==> src/rtl/viterbi_decoder_k3.sv <==
// Hard-decision register-exchange Viterbi decoder for the rate-1/2, K=3 code (c0 = u^u2, c1 = u^u1^u2).
// Optional erasure input (punctured streams) is enabled by defining VITERBI_ERASURE_EN.
module viterbi_decoder_k3 #(
    parameter int TB_DEPTH = 16,
    parameter int PM_W     = 4
) (
    input  logic       clk,
    input  logic       reset,
    input  logic       clear,
    input  logic       in_valid,
    input  logic       in_c0,
    input  logic       in_c1,
`ifdef VITERBI_ERASURE_EN
    input  logic [1:0] in_erase,
`endif
    output logic       out_valid,
    output logic       out_bit,
    output logic       best_metric_zero
);

    localparam int CW = PM_W + 1;
    localparam int FILL_W = $clog2(TB_DEPTH);
    localparam logic [FILL_W-1:0] FILL_MAX = FILL_W'(TB_DEPTH - 1);

    logic [PM_W-1:0]     pathMetric [4];
    logic [TB_DEPTH-1:0] survivor   [4];
    logic [FILL_W-1:0]   fillCount;

    logic [1:0]          eraseMask;
    logic [1:0]          bmLo       [4];
    logic [1:0]          bmHi       [4];
    logic [CW-1:0]       candLo     [4];
    logic [CW-1:0]       candHi     [4];
    logic [CW-1:0]       rawMetric  [4];
    logic [1:0]          winPred    [4];
    logic [1:0]          winBm      [4];
    logic [PM_W-1:0]     newMetric  [4];
    logic [TB_DEPTH-1:0] newSurv    [4];
    logic [CW-1:0]       minMetric;
    logic [1:0]          bestState;

    // Hamming distance between the received pair and the pair expected on one branch.
    function automatic logic [1:0] branchMetric(input logic [1:0] pred, input logic u,
                                                input logic c0, input logic c1,
                                                input logic [1:0] erase);
        logic d0;
        logic d1;
        d0 = ((u ^ pred[0]) ^ c0) & ~erase[0];
        d1 = ((u ^ pred[1] ^ pred[0]) ^ c1) & ~erase[1];
        return {1'b0, d0} + {1'b0, d1};
    endfunction

`ifdef VITERBI_ERASURE_EN
    assign eraseMask = in_erase;
`else
    assign eraseMask = 2'b00;
`endif

    // Add-compare-select for every next state, then normalise against the smallest new metric.
    always_comb begin
        for (int i = 0; i < 4; i++) begin
            bmLo[i]   = branchMetric({i[0], 1'b0}, i[1], in_c0, in_c1, eraseMask);
            bmHi[i]   = branchMetric({i[0], 1'b1}, i[1], in_c0, in_c1, eraseMask);
            candLo[i] = CW'(pathMetric[{i[0], 1'b0}]) + CW'(bmLo[i]);
            candHi[i] = CW'(pathMetric[{i[0], 1'b1}]) + CW'(bmHi[i]);
            if (candHi[i] < candLo[i]) begin
                winPred[i]   = {i[0], 1'b1};
                rawMetric[i] = candHi[i];
                winBm[i]     = bmHi[i];
            end else begin
                winPred[i]   = {i[0], 1'b0};
                rawMetric[i] = candLo[i];
                winBm[i]     = bmLo[i];
            end
            newSurv[i] = (survivor[winPred[i]] << 1) | {{(TB_DEPTH-1){1'b0}}, i[1]};
        end
        minMetric = rawMetric[0];
        for (int i = 1; i < 4; i++) begin
            if (rawMetric[i] < minMetric) minMetric = rawMetric[i];
        end
        bestState = 2'd0;
        for (int i = 3; i >= 0; i--) begin
            if (rawMetric[i] == minMetric) bestState = 2'(i);
        end
        for (int i = 0; i < 4; i++) begin
            newMetric[i] = PM_W'(rawMetric[i] - minMetric);
        end
    end

    // State update only on accepted symbols; clear behaves exactly like reset and wins over in_valid.
    always_ff @(posedge clk or posedge reset) begin
        if (reset) begin
            for (int i = 0; i < 4; i++) begin
                pathMetric[i] <= (i == 0) ? PM_W'(0) : PM_W'(3);
                survivor[i]   <= '0;
            end
            fillCount        <= '0;
            out_valid        <= 1'b0;
            out_bit          <= 1'b0;
            best_metric_zero <= 1'b0;
        end else if (clear) begin
            for (int i = 0; i < 4; i++) begin
                pathMetric[i] <= (i == 0) ? PM_W'(0) : PM_W'(3);
                survivor[i]   <= '0;
            end
            fillCount        <= '0;
            out_valid        <= 1'b0;
            out_bit          <= 1'b0;
            best_metric_zero <= 1'b0;
        end else if (in_valid) begin
            for (int i = 0; i < 4; i++) begin
                pathMetric[i] <= newMetric[i];
                survivor[i]   <= newSurv[i];
            end
            best_metric_zero <= (winBm[bestState] == 2'd0);
            if (fillCount == FILL_MAX) begin
                out_valid <= 1'b1;
                out_bit   <= newSurv[bestState][TB_DEPTH-1];
            end else begin
                out_valid <= 1'b0;
                fillCount <= fillCount + 1'b1;
            end
        end else begin
            out_valid <= 1'b0;
        end
    end

endmodule
==> config.mk <==
export PLATFORM = sky130hd
export DESIGN_NAME = viterbi_decoder_k3
export DESIGN_NICKNAME = d
export VERILOG_FILES = /design/src/rtl/viterbi_decoder_k3.sv
export SDC_FILE = /design/constraint.sdc
export NUM_CORES = 1
export LEC_CHECK = 0
export CAP_MARGIN = 10
export CORE_UTILIZATION = 35
export CTS_BUF_LIST = sky130_fd_sc_hd__clkbuf_8
export DETAILED_ROUTE_END_ITERATION = 12
export PLACE_DENSITY_LB_ADDON = 0.3
export SLEW_MARGIN = 40
export SYNTH_ARGS = -nofsm -noshare
export SYNTH_HDL_FRONTEND = slang
export SYNTH_SLANG_ARGS = --single-unit
export TNS_END_PERCENT = 5
==> constraint.sdc <==
create_clock -name clk -period 8.7 [get_ports clk]
set_clock_uncertainty 0.1 [all_clocks]
set_input_delay 1.74 -clock clk [delete_from_list [all_inputs] [get_ports clk]]
set_output_delay 1.74 -clock clk [all_outputs]
set_load 0.02 [all_outputs]
==> run summary <==
The number of nets in the final layout came out at between 900 and 1000. The minimum clock period came out at just under 10000 ps. The number of antenna-violating nets in the routed design is 0. In this run, placement finished with an instance count of 1104.

Setup repair after global routing could not meet its margin everywhere. The register-to-register path setup slack is 110 ps. The startpoint of the worst register-to-register path is pathMetric[5]$_DFFE_PP1P_. Dividing the final minimum period by the clock period gives 114%.

The number of standard cells after synthesis is roughly 750. The number of slew-limit violations in the final report came out at 0. The final setup violation count came out at 18. For this run, design rule violations remaining after detail routing come to 0. The register clock-pin slew on the reported worst setup and hold paths came out at around 70 ps. The number of buffers created by CTS came out at 9. 0 antenna diodes ended up in the layout. For this run, the leading register cell type out of synthesis is dfrtp_1. The cell area after synthesis is about 6500 sq um. For the worst flop-to-flop path, the logic depth is 41. The largest driver fanout on the critical path came out at 5.

Static timing analysis puts the maximum clock frequency at slightly above 100 MHz. The violation count after the first detailed-route iteration is about 390. The required time of the critical path came out at between 8000 and 9000 ps. The worst path setup slack after routing is -1200 ps.

For this run, the slowest stage of the critical path takes approximately 360 ps. The tightest slew margin relative to the limit came out at 46.5%. The data arrival time of the worst path is 9980 ps. For this run, the detailed router's first-pass iteration total came to 5. The max-capacitance violation count is 0. The final-report hold violation count is 0.

The number of enable flip-flop cells after synthesis is 0. From left edge to right edge, the die measures 138 um. The deepest level of the CTS H-tree is 3. The worst setup path is launched from an input pin. The total clock sinks came out at between 70 and 80.

The count of input and output buffers is 8. Across every metal layer, demand over resource in global routing totals 19.3%. The number of antenna violations at the first check in global routing came to 0. The cell type with the largest total area after synthesis is dfrtp_1. After the flow finishes, the layout carries non-filler instances totaling roughly 1100.

The height of the die is between 100 and 150 um. The total buffers and inverters traversed by the critical path is 7. The final reports fail on setup timing. The worst setup path is captured at a flip-flop. In this run the deepest clock path goes through 2 buffers. For this block, the routed nets add up to approximately 18000 um of wire. The overall via count from detail_route is around 6000. The share of post-route cells with drive strength above 1 is between 30 and 40%. The final routed wire length divided by cell count came out at roughly 16 um.

For the worst-skew pair, the clock arrives at the later sink with an insertion delay of approximately 350 ps. The hold-critical path depth is 2. The share of synthesized area occupied by flip-flops and latches is 29.7%. The pin count of the biggest net entering global routing came out at approximately 110. For the pin with the worst max-slew slack, the measured transition is roughly 800 ps. The flow ran to the end, but the final reports show violations. The number of nets in the synthesized netlist is a little over 800. The mean instance size in the synthesized netlist came out at between 8 and 9 sq um. The total global routing overflow is 0. The routability congestion estimate is 0.862. The most repeated library cell on the critical path is ha_4.

On the critical path the largest part of the delay comes from compound AO/OA/AOI/OAI gates. By area the synthesized netlist is led by dfrtp_1, ha_1, mux2i_1. The number of different library cells used by synthesis comes to about 80.

The startpoint of the tightest hold check path is survivor[0]$_DFFE_PP0P_. The area share of the leading cell type in the synthesized netlist is between 20% and 30%. After legalization and detailed placement, the total HPWL measured ~13000 um.

The path category of the worst min-delay check is flip-flop to flip-flop. The via count of the first global-routing pass came out at roughly 5700. The effective utilization at floorplan came out at 36.0%. The number of I/O pins is 9. The clock root buffer master is clkbuf_8. The endpoint identified for the worst register-to-register timing path is best_metric_zero$_DFFE_PP0P_. The area added between synthesis and finish is 35.7%. The number of inserted filler cells in the final layout is around 1700.

The count of standard-cell rows is 49. Counting flops with an async set or reset pin after synthesis yields a share of between 90% and 100%. The die footprint is between 15000 and 20000 sq um. The via count normalized by instance count came out at 5.15. In this run, synthesis produced a sequential element count of 77.

For hold timing, the worst endpoint is survivor[0]$_DFFE_PP0P_. The critical path in this run is classified as input pin to flip-flop. TritonCTS built the clock tree. The largest individual stage delay along the critical path comes from the cell a211oi_2.

The number of warnings issued by yosys is 0. The core footprint came out at between 15000 and 20000 sq um. The global-route wire length before repair is about 30000 um.
[worst reg2reg max path: cells and delay by family, from the launching register on]
| family | cells | cell delay (ps) |
|---|---|---|
| compound gates | 18 | 3020 |
| fa+ha+maj | 6 | 1480 |
| mux | 5 | 1360 |
| simple gates | 6 | 1000 |
| flops | 1 | 640 |
| buf+inv | 4 | 580 |
| xor+xnor | 2 | 230 |
[area by class of cell]
| cell class | instances | area, sq um | share of cell area, % |
|---|---|---|---|
| sequential | 77 | 1930 | 21.9 |
| inverter | 48 | 193 | 2.18 |
| multi-input combinational | 581 | 4790 | 54.2 |
| clock buffer | 10 | 138 | 1.56 |
| clock inverter | 6 | 38.8 | 0.439 |
| timing repair buffer | 188 | 1460 | 16.5 |
| tap | 229 | 287 | 3.24 |
[registers in the layout (all words and copies together) (netlist names)]
signal            cells
out_valid             1
survivor             54
pathMetric           16
fillCount             4
best_metric_zero      1
out_bit               1
[routing by layer]
layer	vias up	part of all wire, %	track usage, %
li1	2969	-	-
met1	2820	50	28.1
met2	60	46	30.7
met3	16	2.3	1.84
met4	0	1.3	4.44
met5	-	0	0
[worst max-delay path by stage]
stage	cells after the start	endpoint	slack, ps	startpoint
finish	45	best_metric_zero$_DFFE_PP0P_	-1200	in_c0
global placement	43	best_metric_zero$_DFFE_PP0P_	-1800	in_c0
global route	46	out_bit$_DFFE_PP0P_	-1500	in_c0
CTS	46	best_metric_zero$_DFFE_PP0P_	-1040	in_c0
detailed placement	42	best_metric_zero$_DFFE_PP0P_	-1980	in_c0
floorplan	42	best_metric_zero$_DFFE_PP0P_	-1280	in_c0
[cells by family (layout without fill, tap and decap cells)]
| logic type | count (synthesis) | count (layout) | share of synthesized area, % |
|---|---|---|---|
| adder cells (fa/ha/maj) | 63 | 63 | 12.5 |
| AO/OA/AOI/OAI | 178 | 178 | 20.2 |
| AND/OR/NAND/NOR | 242 | 242 | 16.8 |
| XOR/XNOR | 40 | 40 | 5.38 |
| buffers and inverters | 91 | 252 | 5.69 |
| flip-flops | 77 | 77 | 29.7 |
| multiplexers | 58 | 58 | 9.69 |
[synth_stat cells (all sizes together), types with 18 or more instances]
| master | count |
|---|---|
| nand2 | 86 |
| inv | 47 |
| ha | 57 |
| a211oi | 31 |
| clkbuf | 31 |
| dfrtp | 71 |
| xor2 | 22 |
| a311oi | 28 |
| nor2 | 95 |
| a21oi | 35 |
| xnor2 | 18 |
| mux2i | 50 |
| o21ai | 23 |
[cells in the final DEF, fill, tap and decap left out, drive strengths merged, types with 3 or more instances in the layout]
master / netlist / routed
a211oi: 31 / 31
a21o: 12 / 12
a21oi: 35 / 35
a311oi: 28 / 28
a31oi: 6 / 6
and3: 5 / 5
buf: 12 / 184
clkbuf: 31 / 10
clkdlybuf4s50: 0 / 4
clkinv: 1 / 4
dfrtp: 71 / 71
dfstp: 6 / 6
fa: 4 / 4
ha: 57 / 57
inv: 47 / 49
mux2: 7 / 7
mux2i: 50 / 50
nand2: 86 / 86
nand2b: 10 / 10
nand3: 9 / 9
nand4: 5 / 5
nor2: 95 / 95
nor2b: 9 / 9
nor3: 5 / 5
o211ai: 6 / 6
o21a: 7 / 7
o21ai: 23 / 23
or3: 3 / 3
xnor2: 18 / 18
xor2: 22 / 22
[through the flow]
step | util, % | instance area, sq um | setup WS (ps) | hold WS (ps) | TNS, ps
final | 48.8 | 8830 | -1200 | 404 | -8790
after global routing | 48.8 | 8830 | -1500 | 467 | -13930
after CTS | 47.7 | 8630 | -1040 | 406 | -7330
after detailed placement | 44.9 | 8130 | -1980 | 389 | -24260
after global placement | 44.9 | 8120 | -1800 | 377 | -20990
after floorplan | - | 6730 | -1280 | 366 | -9310
[what timing repair did]
action                                  in CTS  in global routing
resized for setup                           41                 33
hold buffers                                 0                  0
gates cloned                                 0                  0
endpoints found under the hold margin        0                  0
endpoints found under the setup margin      18                 18
setup buffers                               15                  4
pin swaps                                   28                 26
Power is not shown: default switching activity piles up to over one toggle a cycle in this logic, so the estimate is an artifact.
